`src/rtl/ddr4_cmd_sched_if.sv`:
```
// ddr4_cmd_sched_if: request handshake and DIMM command pins of the DDR4 command scheduler
interface ddr4_cmd_sched_if #(
  parameter int BGWIDTH   = 2,
  parameter int BAWIDTH   = 2,
  parameter int ADDRWIDTH = 17,
  parameter int COLWIDTH  = 10
);
  logic                 req_valid;
  logic                 req_ready;
  logic                 req_we;
  logic [BGWIDTH-1:0]   req_bg;
  logic [BAWIDTH-1:0]   req_ba;
  logic [ADDRWIDTH-1:0] req_row;
  logic [COLWIDTH-1:0]  req_col;
  logic                 stall;
  logic                 cs_n;
  logic                 act_n;
  logic [ADDRWIDTH-1:0] A;
  logic [BGWIDTH-1:0]   bg;
  logic [BAWIDTH-1:0]   ba;
  logic                 cmd_done;
  logic                 busy;
  modport master (
    output req_valid, req_we, req_bg, req_ba, req_row, req_col, stall,
    input  req_ready, cs_n, act_n, A, bg, ba, cmd_done, busy
  );
  modport slave (
    input  req_valid, req_we, req_bg, req_ba, req_row, req_col, stall,
    output req_ready, cs_n, act_n, A, bg, ba, cmd_done, busy
  );
endinterface

```
`src/rtl/ddr4_cmd_sched.sv`:
```
// ddr4_cmd_sched: open-page DDR4 command scheduler with per-bank row tracking and periodic refresh
module ddr4_cmd_sched #(
  parameter int BGWIDTH   = 2,
  parameter int BAWIDTH   = 2,
  parameter int ADDRWIDTH = 17,
  parameter int COLWIDTH  = 10,
  parameter int TRCD      = 4,
  parameter int TRP       = 4,
  parameter int TRAS      = 10,
  parameter int TCCD      = 4,
  parameter int TRFC      = 30,
  parameter int TREFI     = 200
) (
  input logic              clk,
  input logic              reset_n,
  ddr4_cmd_sched_if.slave  bus
);
  localparam int BW   = BGWIDTH + BAWIDTH;
  localparam int NB   = 2 ** BW;
  localparam int WMAX = TRFC > TRP ? (TRFC > TRCD ? TRFC : TRCD) : (TRP > TRCD ? TRP : TRCD);
  localparam int WW   = $clog2(WMAX + 1);
  localparam int RW   = $clog2(TRAS + 1);
  localparam int CW   = $clog2(TCCD + 1);
  localparam int FW   = $clog2(TREFI + 1);
  localparam logic [ADDRWIDTH-1:0] ONE    = ADDRWIDTH'(1);
  localparam logic [ADDRWIDTH-1:0] A_RD   = (ONE << 16) | (ONE << 14);
  localparam logic [ADDRWIDTH-1:0] A_WR   = ONE << 16;
  localparam logic [ADDRWIDTH-1:0] A_PRE  = ONE << 15;
  localparam logic [ADDRWIDTH-1:0] A_PREA = (ONE << 15) | (ONE << 10);
  localparam logic [ADDRWIDTH-1:0] A_REF  = ONE << 14;
  localparam logic [3:0] S_IDLE     = 4'd0;
  localparam logic [3:0] S_PRE      = 4'd1;
  localparam logic [3:0] S_WAIT_RP  = 4'd2;
  localparam logic [3:0] S_ACT      = 4'd3;
  localparam logic [3:0] S_WAIT_RCD = 4'd4;
  localparam logic [3:0] S_COL      = 4'd5;
  localparam logic [3:0] S_RPREA    = 4'd6;
  localparam logic [3:0] S_RWAIT_RP = 4'd7;
  localparam logic [3:0] S_RREF     = 4'd8;
  localparam logic [3:0] S_WAIT_RFC = 4'd9;
  logic [3:0]           state;
  logic [WW-1:0]        wait_cnt;
  logic [CW-1:0]        ccd_cnt;
  logic [FW-1:0]        ref_cnt;
  logic                 ref_pending;
  logic                 run;
  logic [NB-1:0]        open_bank;
  logic [ADDRWIDTH-1:0] row_tab [NB];
  logic [RW-1:0]        tras [NB];
  logic                 r_we;
  logic [BGWIDTH-1:0]   r_bg;
  logic [BAWIDTH-1:0]   r_ba;
  logic [ADDRWIDTH-1:0] r_row;
  logic [COLWIDTH-1:0]  r_col;
  logic [BW-1:0]        bk;
  logic [BW-1:0]        rbk;
  logic                 accept;
  logic                 tras_clr;
  assign bk            = {r_bg, r_ba};
  assign rbk           = {bus.req_bg, bus.req_ba};
  // run keeps req_ready low while reset_n is held and for the release cycle
  assign bus.req_ready = run && state == S_IDLE && !ref_pending && !bus.stall;
  assign bus.busy      = state != S_IDLE || ref_pending;
  assign accept        = bus.req_valid && bus.req_ready;
  always_comb begin
    tras_clr = 1'b1;
    for (int i = 0; i < NB; i++) tras_clr = tras_clr & (tras[i] == '0);
  end
  always_ff @(posedge clk) begin
    if (!reset_n) begin
      state        <= S_IDLE;
      wait_cnt     <= '0;
      ccd_cnt      <= '0;
      ref_cnt      <= FW'(TREFI);
      ref_pending  <= 1'b0;
      run          <= 1'b0;
      open_bank    <= '0;
      for (int i = 0; i < NB; i++) tras[i] <= '0;
      bus.cs_n     <= 1'b1;
      bus.act_n    <= 1'b1;
      bus.A        <= '1;
      bus.bg       <= '0;
      bus.ba       <= '0;
      bus.cmd_done <= 1'b0;
    end else begin
      run          <= 1'b1;
      bus.cs_n     <= 1'b1;
      bus.act_n    <= 1'b1;
      bus.A        <= '1;
      bus.bg       <= '0;
      bus.ba       <= '0;
      bus.cmd_done <= 1'b0;
      wait_cnt     <= wait_cnt - WW'(wait_cnt != '0);
      ccd_cnt      <= ccd_cnt - CW'(ccd_cnt != '0);
      for (int i = 0; i < NB; i++) tras[i] <= tras[i] - RW'(tras[i] != '0);
      case (state)
        S_IDLE:
          if (ref_pending) state <= S_RPREA;
          else if (accept) begin
            r_we  <= bus.req_we;
            r_bg  <= bus.req_bg;
            r_ba  <= bus.req_ba;
            r_row <= bus.req_row;
            r_col <= bus.req_col;
            state <= !open_bank[rbk] ? S_ACT : row_tab[rbk] == bus.req_row ? S_COL : S_PRE;
          end
        S_PRE:
          if (!bus.stall && tras[bk] == '0) begin
            bus.cs_n      <= 1'b0;
            bus.A         <= A_PRE;
            bus.bg        <= r_bg;
            bus.ba        <= r_ba;
            open_bank[bk] <= 1'b0;
            wait_cnt      <= WW'(TRP - 1);
            state         <= S_WAIT_RP;
          end
        S_WAIT_RP: if (wait_cnt <= WW'(1)) state <= S_ACT;
        S_ACT:
          if (!bus.stall) begin
            bus.cs_n      <= 1'b0;
            bus.act_n     <= 1'b0;
            bus.A         <= r_row;
            bus.bg        <= r_bg;
            bus.ba        <= r_ba;
            open_bank[bk] <= 1'b1;
            row_tab[bk]   <= r_row;
            tras[bk]      <= RW'(TRAS - 1);
            wait_cnt      <= WW'(TRCD - 1);
            state         <= S_WAIT_RCD;
          end
        S_WAIT_RCD: if (wait_cnt <= WW'(1)) state <= S_COL;
        S_COL:
          if (!bus.stall && ccd_cnt == '0) begin
            bus.cs_n     <= 1'b0;
            bus.A        <= (r_we ? A_WR : A_RD) | ADDRWIDTH'(r_col);
            bus.bg       <= r_bg;
            bus.ba       <= r_ba;
            bus.cmd_done <= 1'b1;
            ccd_cnt      <= CW'(TCCD - 1);
            state        <= S_IDLE;
          end
        S_RPREA:
          if (open_bank == '0) state <= S_RREF;
          else if (!bus.stall && tras_clr) begin
            bus.cs_n  <= 1'b0;
            bus.A     <= A_PREA;
            open_bank <= '0;
            wait_cnt  <= WW'(TRP - 1);
            state     <= S_RWAIT_RP;
          end
        S_RWAIT_RP: if (wait_cnt <= WW'(1)) state <= S_RREF;
        S_RREF:
          if (!bus.stall) begin
            bus.cs_n    <= 1'b0;
            bus.A       <= A_REF;
            ref_pending <= 1'b0;
            wait_cnt    <= WW'(TRFC - 1);
            state       <= S_WAIT_RFC;
          end
        S_WAIT_RFC: if (wait_cnt <= WW'(1)) state <= S_IDLE;
        default: state <= S_IDLE;
      endcase
      // placed after the FSM so a refresh coming due in the REF cycle is not lost
      ref_cnt <= ref_cnt == '0 ? FW'(TREFI) : ref_cnt - 1'b1;
      if (ref_cnt == '0) ref_pending <= 1'b1;
    end
  end
endmodule
```
`src/flat_wrapper.sv`:
```
// flat-port wrapper written by rule: the top's interface ports become plain ports
module ddr4_cmd_sched_flat 
#(
  parameter int BGWIDTH   = 2,
  parameter int BAWIDTH   = 2,
  parameter int ADDRWIDTH = 17,
  parameter int COLWIDTH  = 10,
  parameter int TRCD      = 4,
  parameter int TRP       = 4,
  parameter int TRAS      = 10,
  parameter int TCCD      = 4,
  parameter int TRFC      = 30,
  parameter int TREFI     = 200
)
  (clk, reset_n, bus_req_valid, bus_req_we, bus_req_bg, bus_req_ba, bus_req_row, bus_req_col, bus_stall, bus_req_ready, bus_cs_n, bus_act_n, bus_A, bus_bg, bus_ba, bus_cmd_done, bus_busy);
  ddr4_cmd_sched_if #(.BGWIDTH(BGWIDTH), .BAWIDTH(BAWIDTH), .ADDRWIDTH(ADDRWIDTH), .COLWIDTH(COLWIDTH)) bus_i ();
  input logic clk;
  input logic reset_n;
  input wire logic [$bits(bus_i.req_valid)-1:0] bus_req_valid;
  input wire logic [$bits(bus_i.req_we)-1:0] bus_req_we;
  input wire logic [$bits(bus_i.req_bg)-1:0] bus_req_bg;
  input wire logic [$bits(bus_i.req_ba)-1:0] bus_req_ba;
  input wire logic [$bits(bus_i.req_row)-1:0] bus_req_row;
  input wire logic [$bits(bus_i.req_col)-1:0] bus_req_col;
  input wire logic [$bits(bus_i.stall)-1:0] bus_stall;
  output wire logic [$bits(bus_i.req_ready)-1:0] bus_req_ready;
  output wire logic [$bits(bus_i.cs_n)-1:0] bus_cs_n;
  output wire logic [$bits(bus_i.act_n)-1:0] bus_act_n;
  output wire logic [$bits(bus_i.A)-1:0] bus_A;
  output wire logic [$bits(bus_i.bg)-1:0] bus_bg;
  output wire logic [$bits(bus_i.ba)-1:0] bus_ba;
  output wire logic [$bits(bus_i.cmd_done)-1:0] bus_cmd_done;
  output wire logic [$bits(bus_i.busy)-1:0] bus_busy;
  assign bus_i.req_valid = bus_req_valid;
  assign bus_i.req_we = bus_req_we;
  assign bus_i.req_bg = bus_req_bg;
  assign bus_i.req_ba = bus_req_ba;
  assign bus_i.req_row = bus_req_row;
  assign bus_i.req_col = bus_req_col;
  assign bus_i.stall = bus_stall;
  assign bus_req_ready = bus_i.req_ready;
  assign bus_cs_n = bus_i.cs_n;
  assign bus_act_n = bus_i.act_n;
  assign bus_A = bus_i.A;
  assign bus_bg = bus_i.bg;
  assign bus_ba = bus_i.ba;
  assign bus_cmd_done = bus_i.cmd_done;
  assign bus_busy = bus_i.busy;
  ddr4_cmd_sched #(.BGWIDTH(BGWIDTH), .BAWIDTH(BAWIDTH), .ADDRWIDTH(ADDRWIDTH), .COLWIDTH(COLWIDTH), .TRCD(TRCD), .TRP(TRP), .TRAS(TRAS), .TCCD(TCCD), .TRFC(TRFC), .TREFI(TREFI)) u_core (.clk(clk), .reset_n(reset_n), .bus(bus_i));
endmodule
```
`config.mk`:
```
export PLATFORM = sky130hd
export DESIGN_NAME = ddr4_cmd_sched_flat
export DESIGN_NICKNAME = d
export VERILOG_FILES = /design/src/rtl/ddr4_cmd_sched_if.sv /design/src/rtl/ddr4_cmd_sched.sv /design/src/flat_wrapper.sv
export SDC_FILE = /design/constraint.sdc
export NUM_CORES = 1
export LEC_CHECK = 0
export CORE_ASPECT_RATIO = 0.5
export CORE_MARGIN = 1
export CORE_UTILIZATION = 48
export DETAILED_ROUTE_END_ITERATION = 12
export GPL_TIMING_DRIVEN = 0
export PLACE_DENSITY = 0.66
export SYNTH_ARGS = -nofsm -noshare
export SYNTH_HDL_FRONTEND = slang
export SYNTH_SLANG_ARGS = --single-unit
export TNS_END_PERCENT = 20
```
`constraint.sdc`:
```
create_clock -name clk -period 3.6 [get_ports clk]
set_input_delay 0.54 -clock clk [delete_from_list [all_inputs] [get_ports clk]]
set_output_delay 0.54 -clock clk [all_outputs]
set_load 0.01 [all_outputs]
```
==> impl_metrics.py, run 1 <==
metrics = {
    "place": {
        "hpwl_mm": 31.0,
        "pre_cts_slack_ps": -1480,
        "port_buffers": 60,
        "gp_congestion": 0.946,
        "place_area_mm2": 0.0192,
    },
    "die": {
        "die_w_um": 276,
        "io_pins": 62,
        "initial_core_util_pct": 49.4,
        "chipHeight_um": 139,
        "coreArea_mm2": 0.0364,
        "rows": 49,
        "die-area_mm2": 0.0382,
    },
    "final_layout": {
        "multiInputGateArea_mm2": 0.00573,
        "design_area_mm2": 0.0207,
        "fin_nets": 1487,
        "diodes": 0,
        "syn_to_final_growth_pct": 15.1,
        "regArea_mm2": 0.0117,
        "fillers": 2868,
        "layout-drive-gt1-share_pct": 13.5,
    },
    "synth": {
        "ys.warnings.count": 0,
        "yosysSeqAreaShare_pct": 65.3,
        "async_flop_share_pct": 0,
        "ys_types": 63,
        "synth-seq-cells": 434,
        "synth_cells": 1302,
        "synthMuxAreaShare_pct": 10.9,
        "synth-compound-area-share_pct": 5.70,
        "synth_fa_ha_area_share_pct": 2.65,
        "synth_xor_area_share_pct": 2.68,
        "synth_ff_type": "edfxtp_1",
        "syn_avg_cell_area_um2": 13.8,
        "synthSimpleGateAreaFrac_pct": 9.78,
        "synth-edff-count": 304,
        "synthesis.nets": 1376,
        "synth_top_family_by_area": "multiplexers",
        "netlist_area_mm2": 0.0180,
    },
    "run": {
        "maxCapViolCount": 0,
    },
    "detailed_routing": {
        "viasPerCell": 5.97,
        "ant_nets": 0,
        "vias": 11500,
        "wire_per_inst_um": 24.3,
        "drt_wl_total_mm": 46.8,
        "drc": 0,
        "initialDrtViolationCount": 1205,
        "first_pass_iters": 5,
    },
    "power": {
        "p_sw_mw": 3.65,
        "p_per_area_mw_per_mm2": 618,
        "report.power.total_mw": 12.8,
        "p_sw_share_pct": 28.6,
        "p_leak_nw": 7.08,
        "seqPwrFrac_pct": 47.5,
        "p_clk_share_pct": 31.1,
        "ir_drop_mv": 0.276,
        "intPower_mw": 9.11,
        "pwr-share-comb_pct": 21.4,
    },
    "sta": {
        "slew_viol_final": 0,
        "rsz0062_at_grt": "true",
        "hold_viol": 0,
        "finalCriticalPeriod_ps": 3500,
        "fin_crit_sh_pct": 97.2,
        "final.setup.tns_ps": 0,
        "finClkSkew_ps": 15.9,
        "worst_pin_slew_ps": 1210,
        "finalSetupViolCount": 0,
        "timing.final.ws_setup_ps": 102,
        "max_freq_mhz": 286,
        "relSlewSlack_pct": 19.5,
    },
    "global_routing": {
        "grt.total_usage_pct": 24.9,
        "grt_overflow": 0,
        "grt_pass1_wl_mm": 69.3,
        "grt_pass1_vias": 11200,
        "antenna_found_initial": 1,
        "grt_max_degree": 23,
    },
    "clock_tree": {
        "cts_made_buffers": 39,
        "insertion_delay_ps": 550,
        "cts_tree": "yes",
        "clkTransAtPathRegs_ps": 60,
        "ctsHtreeMaxLevel": 2,
        "clock_path_buffers": 3,
        "holdBufCountCts": 0,
        "root_buffer": "clkbuf_16",
        "clock-sinks": 434,
    },
    "worst_setup_path": {
        "critPathMaxStageDelay_ps": 580,
        "start_kind": "input pin",
        "crit_type": "in2reg",
        "worstPathRequired_ps": 4050,
        "end_kind": "flop",
        "cp_max_fo": 10,
        "path_cells": "clkdlybuf4s50_1, clkbuf_1, clkbuf_1, clkbuf_2, nand4_1, o22ai_1, nand3_1, nor4_2, nand4_1, o311ai_1",
        "cp_data_arrival_time_ps": 3950,
        "crit_slowest_cell": "clkbuf_1",
    },
    "min_path": {
        "holdCritPathClass": "in2reg",
    },
    "run_status": {
        "status": "finished clean",
    },
}
==> layout by cell type, fill, tap and decap left out, types with 21 or more instances in the layout <==
master | synthesis | routed
edfxtp_1 | 304 | 304
dfxtp_1 | 130 | 130
nor2_1 | 118 | 118
nand2_1 | 115 | 115
mux4_2 | 69 | 69
inv_1 | 73 | 64
clkdlybuf4s50_1 | 0 | 60
o21ai_0 | 53 | 53
clkbuf_16 | 0 | 40
ha_1 | 38 | 38
clkbuf_1 | 41 | 37
xnor2_1 | 30 | 30
mux2i_1 | 31 | 30
nand3_1 | 28 | 28
xor2_1 | 25 | 25
a31oi_1 | 21 | 21
==> stage by stage <==
step	cells	hold slack, ps	util (%)
2_1_floorplan	1302	426	-
3_3_place_gp	1846	439	52.7
3_5_place_dp	1848	452	52.8
4_1_cts	1917	447	56.2
5_1_grt	1925	461	56.8
6_report	1925	460	56.8
==> routing by layer <==
layer | share of wire [%] | global-route usage [%]
met1 | 43 | 35.4
met2 | 46 | 39.0
met3 | 9.2 | 5.33
met4 | 2.0 | 6.05
met5 | 0 | 0
==> worst paths after layout <==
kind	start	endpoint	slack [ps]	cells after the start
setup reg to reg	u_core.tras[0][0]	u_core.bus.A[7]	210	8
setup / recovery	bus_req_bg[1]	u_core.state[2]	100	10
hold reg to reg	u_core.r_col[4]	u_core.bus.A[4]	460	2
hold / removal	reset_n	u_core.run	460	1
==> power by group through the flow <==
stage	combinational, mW	sequential, mW	clock (mW)
after floorplan	1.87	6.12	0
after global placement	2.54	6.12	0
after detailed placement	2.71	6.16	0
after CTS	2.74	6.06	4.02
after global routing	3.08	6.11	4.23
final	2.73	6.06	3.98
==> logic make-up (layout without fill, tap and decap cells) <==
kind of cell / after synthesis / in the layout
AO/OA/AOI/OAI: 164 / 164
flip-flops: 434 / 434
adder cells (fa/ha/maj): 38 / 38
AND/OR/NAND/NOR: 370 / 370
multiplexers: 109 / 109
buffers and inverters: 132 / 271
XOR/XNOR: 55 / 55
==> timing repair <==
action	CTS	global route
gates resized for setup	24	28
cloned	0	0
hold endpoints to repair	0	0
buffers inserted	0	9
endpoints found under the setup margin	155	241
==> sequential cells by signal, summed over array words and instances (netlist names), 2 cells and up, named ones only <==
signal	flops
u_core.open_bank	16
u_core.r_ba	2
u_core.r_row	17
u_core.r_bg	2
u_core.row_tab	272
u_core.r_col	10
u_core.ref_cnt	8
u_core.ccd_cnt	3
u_core.tras	64
u_core.bus.A	17
u_core.wait_cnt	5
u_core.state	4
u_core.bus.ba	2
u_core.bus.bg	2
==> cell usage after synthesis, drive strengths merged (17+ instances only) <==
library cell / number / area share, %
xnor2: 30 / 1.5
edfxtp: 304 / 51
xor2: 25 / 1.2
nand2: 116 / 2.5
o21ai: 70 / 2.0
inv: 75 / 1.6
a31oi: 21 / 0.73
clkbuf: 41 / 0.86
a21oi: 17 / 0.47
mux2i: 31 / 1.7
or4: 17 / 0.79
ha: 38 / 2.6
nor2: 118 / 2.5
dfxtp: 130 / 14
nand3: 28 / 0.78
mux4: 69 / 8.7
nor3: 19 / 0.53
==> area by class of cell <==
cell class                 instances  share of cell area, %
multi-input combinational        736                   27.7
timing repair buffer              71                   3.90
sequential                       434                   56.8
buffer                            56                   1.42
tap                              484                   2.93
inverter                          75                   1.53
clock inverter                    23                  0.775
clock buffer                      46                   4.95
==> critical path: cells and delay by family <==
kind	cells	cell delay, ps
buffers and inverters	4	1910
AND/OR/NAND/NOR	4	1020
AO/OA/AOI/OAI	2	460
Note: power is estimated with default switching activity, not from simulation.
==> run 2, diff against run 1 <==
--- a/config.mk
+++ b/config.mk
@@ -5,6 +5,7 @@
 export SDC_FILE = /design/constraint.sdc
 export NUM_CORES = 1
 export LEC_CHECK = 0
+export ABC_AREA = 1
 export CORE_ASPECT_RATIO = 0.5
 export CORE_MARGIN = 1
 export CORE_UTILIZATION = 48
==> run 2 against run 1 <==
Against the previous run:
- clock power up 5.5%
- fmax rose by 2.4%
- first-iteration DRC count grew 46%
- final cell count grew 33%
- flip-flop and latch count is the same
- register-to-register slack gained 360 ps
- die area up 4.9%
- worst setup slack improved by 83 ps
- synthesized cell count is 47% higher
- worst hold slack got worse by 42 ps
- critical path type unchanged
- largest cell class unchanged
==> impl_metrics.py, run 2 <==
metrics = {
    "run_status": {
        "status": "finished clean",
    },
    "power": {
        "p_leak_nw": 8.11,
        "intPower_mw": 9.33,
        "p_per_area_mw_per_mm2": 615,
        "p_sw_share_pct": 29.2,
        "p_sw_mw": 3.85,
        "p_clk_share_pct": 31.8,
        "ir_drop_mv": 0.290,
        "seqPwrFrac_pct": 46.3,
        "pwr-share-comb_pct": 21.9,
        "report.power.total_mw": 13.2,
    },
    "synth": {
        "synth_cells": 1911,
        "ys_types": 46,
        "synthesis.nets": 1985,
        "synth_top_area_share_pct": 48.4,
        "synth_area_leaders": "edfxtp_1 48%, dfxtp_1 14%, nand2_1 7.1%",
        "netlist_area_mm2": 0.0188,
        "synth-edff-count": 304,
        "synth_top_cell_by_area": "edfxtp_1",
        "ys.warnings.count": 0,
        "yosysSeqAreaShare_pct": 62.2,
        "syn_avg_cell_area_um2": 9.86,
        "yosys-top-cells-count": "357 x nand2_1, 304 x edfxtp_1, 206 x inv_1",
        "async_flop_share_pct": 0,
        "synth_most_common_cell": "nand2_1",
        "synth_ff_type": "edfxtp_1",
        "synth-seq-cells": 434,
    },
    "clock_tree": {
        "clkTransAtPathRegs_ps": 60,
        "holdBufCountCts": 0,
        "cts_made_buffers": 40,
        "insertion_delay_ps": 560,
        "root_buffer": "clkbuf_16",
        "clock_path_buffers": 3,
        "clock-sinks": 434,
        "cts_tree": "yes",
        "ctsHtreeMaxLevel": 2,
    },
    "global_routing": {
        "antenna_found_initial": 2,
        "grt.total_usage_pct": 27.1,
        "grt_max_degree": 22,
        "grt_pass1_vias": 13000,
        "grt_overflow": 0,
        "grt_pass1_wl_mm": 79.7,
    },
    "worst_setup_path": {
        "cp_num_cells": 17,
        "regToRegStartpoint": "u_core.state[2]",
        "start_kind": "input pin",
        "critPathMaxStageDelay_ps": 690,
        "cp_top_family": "buffers and inverters",
        "cp_data_arrival_time_ps": 3900,
        "crit_slowest_cell": "buf_1",
        "cp_max_fo": 10,
        "path_common_cell": "nand2_1",
        "worstPathRequired_ps": 4080,
        "r2r_end": "u_core.row_tab[0][14]",
        "end_kind": "flop",
        "path_buf_inv": 3,
        "crit_type": "in2reg",
        "reg2reg_slack_ps": 570,
        "path_cells": "clkdlybuf4s50_1, buf_2, buf_1, nand3_1, nand3_1, nand2_1, nand2_1, nand2_1, nor2_1, nand3_1, nor2_1, nand2_1, nand2_1, nand2_1, nand2_1, nand2_1, a21oi_1",
        "ff2ff_path_depth": 9,
    },
    "place": {
        "port_buffers": 61,
        "hpwl_mm": 34.9,
        "gp_congestion": 0.873,
    },
    "final_layout": {
        "utilization_pct": 56.3,
        "final_cell_mix": "357 x nand2_1, 304 x edfxtp_1, 206 x inv_1, 200 x nand3_1, 193 x nor2_1",
        "layout-drive-gt1-share_pct": 7.97,
        "largestRegisters": "u_core.row_tab (272), u_core.tras (64)",
        "syn_to_final_growth_pct": 13.6,
        "largest_register_ffs": 272,
        "diodes": 0,
        "final_common_cell": "nand2_1",
        "top_register": "u_core.row_tab",
        "fin_nets": 2089,
    },
    "sta": {
        "relSlewSlack_pct": 13.6,
        "rsz0062_at_grt": "false",
        "worst_pin_slew_ps": 1290,
        "hold_viol": 0,
        "finClkSkew_ps": 20.8,
        "finalSetupViolCount": 0,
        "slew_viol_final": 0,
        "fin_crit_sh_pct": 94.9,
        "final.setup.tns_ps": 0,
        "max_freq_mhz": 293,
        "timing.hold.ws_ps": 418,
        "finalCriticalPeriod_ps": 3420,
    },
    "min_path": {
        "holdCritPathClass": "reg2reg",
        "min_from": "u_core.ref_cnt[0]",
        "hold_depth": 1,
        "min_to": "u_core.ref_cnt[0]",
    },
    "detailed_routing": {
        "drt_wl_total_mm": 53.8,
        "drc": 0,
        "vias": 14300,
        "first_pass_iters": 6,
        "initialDrtViolationCount": 1761,
        "viasPerCell": 5.58,
        "wire_per_inst_um": 21.0,
        "ant_nets": 0,
    },
    "die": {
        "die-area_mm2": 0.0401,
        "io_pins": 62,
        "initial_core_util_pct": 49.5,
        "rows": 50,
        "coreArea_mm2": 0.0380,
        "die_w_um": 282,
        "chipHeight_um": 142,
    },
    "run": {
        "maxCapViolCount": 0,
    },
}
==> run 2: layout make-up <==
| class | instances | area (um^2) |
|---|---|---|
| fillers | 3343 | 16600 |
| multi-input cells | 1171 | 5910 |
| plain buffers | 79 | 383 |
| inverters | 227 | 852 |
| clock inverters | 21 | 158 |
| clock buffers | 51 | 1090 |
| well taps | 520 | 651 |
| repair buffers | 62 | 631 |
| flip-flops and latches | 434 | 11700 |
==> run 2: stage by stage <==
stage,std cells,cell area [um^2],setup WS [ps]
floorplan,1911,18800,391
global placement,2492,20100,-1830
detailed placement,2493,20200,-424
CTS,2565,21400,140
global route,2565,21400,152
finish,2565,21400,184
==> run 2: logic make-up (layout without fill, tap and decap cells) <==
family	count (synthesis)	after routing	share of synthesized area, %
adder cells (fa/ha/maj)	38	38	2.52
AO/OA/AOI/OAI	251	251	7.29
XOR/XNOR	19	19	0.883
flip-flops	434	434	62.2
AND/OR/NAND/NOR	863	863	20.5
buffers and inverters	306	440	6.55
==> run 2: worst max path at each step <==
stage	start	end
detailed placement	bus_req_bg[1]	u_core.state[2]
floorplan	u_core.state[0]	u_core.r_ba[0]
CTS	bus_req_bg[1]	u_core.state[2]
global route	bus_req_bg[0]	u_core.state[2]
finish	bus_req_bg[0]	u_core.state[2]
global placement	bus_stall	flop
==> run 2: layer usage <==
layer / global-route usage (%) / routed length, um / vias to the layer above
met5: 0 / 0 / -
met4: 7.99 / 1360 / 0
met3: 4.79 / 5750 / 99
met2: 41.2 / 23300 / 753
met1: 39.7 / 23400 / 6799
li1: - / - / 6654
==> run 2: power by group through the flow <==
| stage | logic (mW) | registers (mW) | clock network, mW |
|---|---|---|---|
| floorplan | 2.01 | 6.18 | 0 |
| global placement | 2.79 | 6.19 | 0 |
| detailed placement | 2.86 | 6.19 | 0 |
| CTS | 2.88 | 6.09 | 4.21 |
| global route | 3.27 | 6.15 | 4.40 |
| finish | 2.88 | 6.10 | 4.20 |
==> run 2: what timing repair did <==
item | in CTS | in global routing
endpoints found under the hold margin | 0 | 0
setup endpoints to repair | 0 | 1
setup buffers | 0 | 0
gates resized for setup | 0 | 3
==> run 3, diff against run 2 <==
--- a/config.mk
+++ b/config.mk
@@ -9,10 +9,11 @@
 export CORE_ASPECT_RATIO = 0.5
 export CORE_MARGIN = 1
 export CORE_UTILIZATION = 48
+export CTS_BUF_LIST = sky130_fd_sc_hd__clkbuf_4
+export CTS_CLUSTER_DIAMETER = 200
 export DETAILED_ROUTE_END_ITERATION = 12
 export GPL_TIMING_DRIVEN = 0
 export PLACE_DENSITY = 0.66
 export SYNTH_ARGS = -nofsm -noshare
 export SYNTH_HDL_FRONTEND = slang
 export SYNTH_SLANG_ARGS = --single-unit
-export TNS_END_PERCENT = 20
==> run 3 against run 2 <==
Against the previous run:
- fmax decreased by 2.3%
- combinational power about the same
- utilization decreased by 0.23 points
- critical path type unchanged
- sequential power about the same
- flip-flop and latch count unchanged
- sequential share of layout area increased by 0.22 points
- highest routed layer unchanged
- total power decreased by 3.3%
==> impl_metrics.py, run 3 (same netlist as run 2, synthesis figures left out) <==
metrics = {
    "sta": {
        "finalSetupViolCount": 0,
        "finalCriticalPeriod_ps": 3490,
        "timing.final.ws_setup_ps": 105,
        "worst_pin_slew_ps": 1310,
        "fin_crit_sh_pct": 97.1,
        "relSlewSlack_pct": 12.3,
        "slew_viol_final": 0,
        "hold_viol": 0,
        "finClkSkew_ps": 76.5,
        "max_freq_mhz": 286,
        "timing.hold.ws_ps": 288,
        "rsz0062_at_grt": "false",
    },
    "die": {
        "coreArea_mm2": 0.0380,
        "die_w_um": 282,
        "chipHeight_um": 142,
        "io_pins": 62,
        "die-area_mm2": 0.0401,
        "initial_core_util_pct": 49.5,
        "rows": 50,
    },
    "run_status": {
        "status": "finished clean",
    },
    "final_layout": {
        "design_area_mm2": 0.0213,
        "top_register": "u_core.row_tab",
        "fin_nets": 2147,
        "final_common_cell": "nand2_1",
        "final_cell_mix": "357 x nand2_1, 304 x edfxtp_1, 206 x inv_1, 200 x nand3_1, 193 x nor2_1",
        "stdcell_count": 2657,
        "syn_to_final_growth_pct": 13.2,
        "largest_register_ffs": 272,
        "layout-drive-gt1-share_pct": 12.0,
        "largestRegisters": "u_core.row_tab (272), u_core.tras (64)",
    },
    "run": {
        "maxCapViolCount": 0,
    },
    "worst_setup_path": {
        "r2r_end": "u_core.row_tab[5][8]",
        "path_common_cell": "nand2_1",
        "cp_data_arrival_time_ps": 4190,
        "cp_max_fo": 10,
        "reg2reg_slack_ps": 580,
        "ff2ff_path_depth": 9,
        "start_kind": "input pin",
        "crit_slowest_cell": "clkbuf_1",
        "end_kind": "flop",
        "cp_top_family": "buffers and inverters",
        "critPathMaxStageDelay_ps": 790,
        "regToRegStartpoint": "u_core.state[3]",
        "path_buf_inv": 3,
        "worstPathRequired_ps": 4290,
        "path_cells": "clkdlybuf4s50_1, clkbuf_1, clkbuf_1, nand3_1, nand3_1, nand2_1, nor2_1, nand3_1, nor2_1, nand2_1, nand2_1, nand2_1, nand2_1, nand2_1, a21oi_1",
        "crit_type": "in2reg",
    },
    "detailed_routing": {
        "wire_per_inst_um": 20.3,
        "vias": 14500,
        "viasPerCell": 5.47,
        "first_pass_iters": 5,
        "drc": 0,
        "drt_wl_total_mm": 54.0,
        "initialDrtViolationCount": 1721,
        "ant_nets": 0,
    },
    "global_routing": {
        "grt_overflow": 0,
        "grt.total_usage_pct": 27.4,
        "antenna_found_initial": 2,
        "grt_max_degree": 22,
        "grt_pass1_vias": 13400,
        "grt_pass1_wl_mm": 80.5,
    },
    "min_path": {
        "hold_depth": 1,
        "holdCritPathClass": "in2reg",
        "min_from": "bus_req_col[0]",
        "min_to": "u_core.r_col[0]",
    },
    "clock_tree": {
        "root_buffer": "clkbuf_4",
        "clkTransAtPathRegs_ps": 70,
        "holdBufCountCts": 0,
        "cts-resized-gates": 0,
        "cts_tree": "yes",
        "post_cts_buffers": 0,
        "clock_path_buffers": 3,
        "cts_made_buffers": 98,
        "clock-sinks": 434,
        "insertion_delay_ps": 830,
        "ctsHtreeMaxLevel": 3,
    },
    "power": {
        "ir_drop_mv": 0.261,
        "p_per_area_mw_per_mm2": 597,
        "p_leak_nw": 8.19,
        "report.power.total_mw": 12.7,
    },
    "place": {
        "place_area_mm2": 0.0202,
        "gp_congestion": 0.873,
        "port_buffers": 61,
        "place_inst": 2493,
        "hpwl_mm": 34.9,
        "pre_cts_slack_ps": -424,
    },
}
[run 3: final cells by class]
cell class                 count  area [um^2]
fill                        3399        16700
buffer                        79          382
tap                          520          651
sequential                   434        11700
clock inverter                18         76.3
timing repair buffer          62          631
inverter                     227          852
multi-input combinational   1171         5910
antenna                        1         2.50
clock buffer                 145         1090
[run 3: metal layers]
metal  track usage [%]  share of wire (%)  vias up
met2              41.1                 43      779
met3              6.39                 10      114
met5                 0                  0        -
met1              39.3                 44     6822
li1                  -                  -     6829
met4              8.88                2.4        0
[run 3: worst max-delay path by stage]
stage                          from  slack (ps)  cells after the start              end
global route          bus_req_bg[1]         190                     15  u_core.state[2]
global placement          bus_stall       -1830                      7             flop
finish                bus_req_bg[1]         110                     15  u_core.state[2]
floorplan           u_core.state[0]         390                      6   u_core.r_ba[0]
detailed placement    bus_req_bg[1]        -420                     15  u_core.state[2]
CTS                 u_core.state[0]         370                      5    bus_req_ready
[run 3: worst reg2reg max path, cell delays in order, from the launching register on]
cell and delay (ps):
dfxtp_1 320, or2_1 290, nor2_4 260, inv_2 60, buf_2 180, nor2_1 180, inv_2 90, nor2_4 160
nand2_1 120, inv_1 960
[run 3: per-stage QoR]
stage / setup TNS [ps] / util, %
6_report: 0 / 56.1
5_1_grt: 0 / 56.1
4_1_cts: 0 / 56.1
3_5_place_dp: -424 / 53.0
3_3_place_gp: -86500 / 52.9
2_1_floorplan: 0 / -
[run 3: report_power, final]
| part | switching [mW] | leakage, nW | internal, mW |
|---|---|---|---|
| combinational | 1.65 | 3.68 | 1.22 |
| clock | 1.95 | 0.702 | 1.82 |
| sequential | 0.294 | 3.81 | 5.80 |
| total | 3.89 | 8.19 | 8.85 |
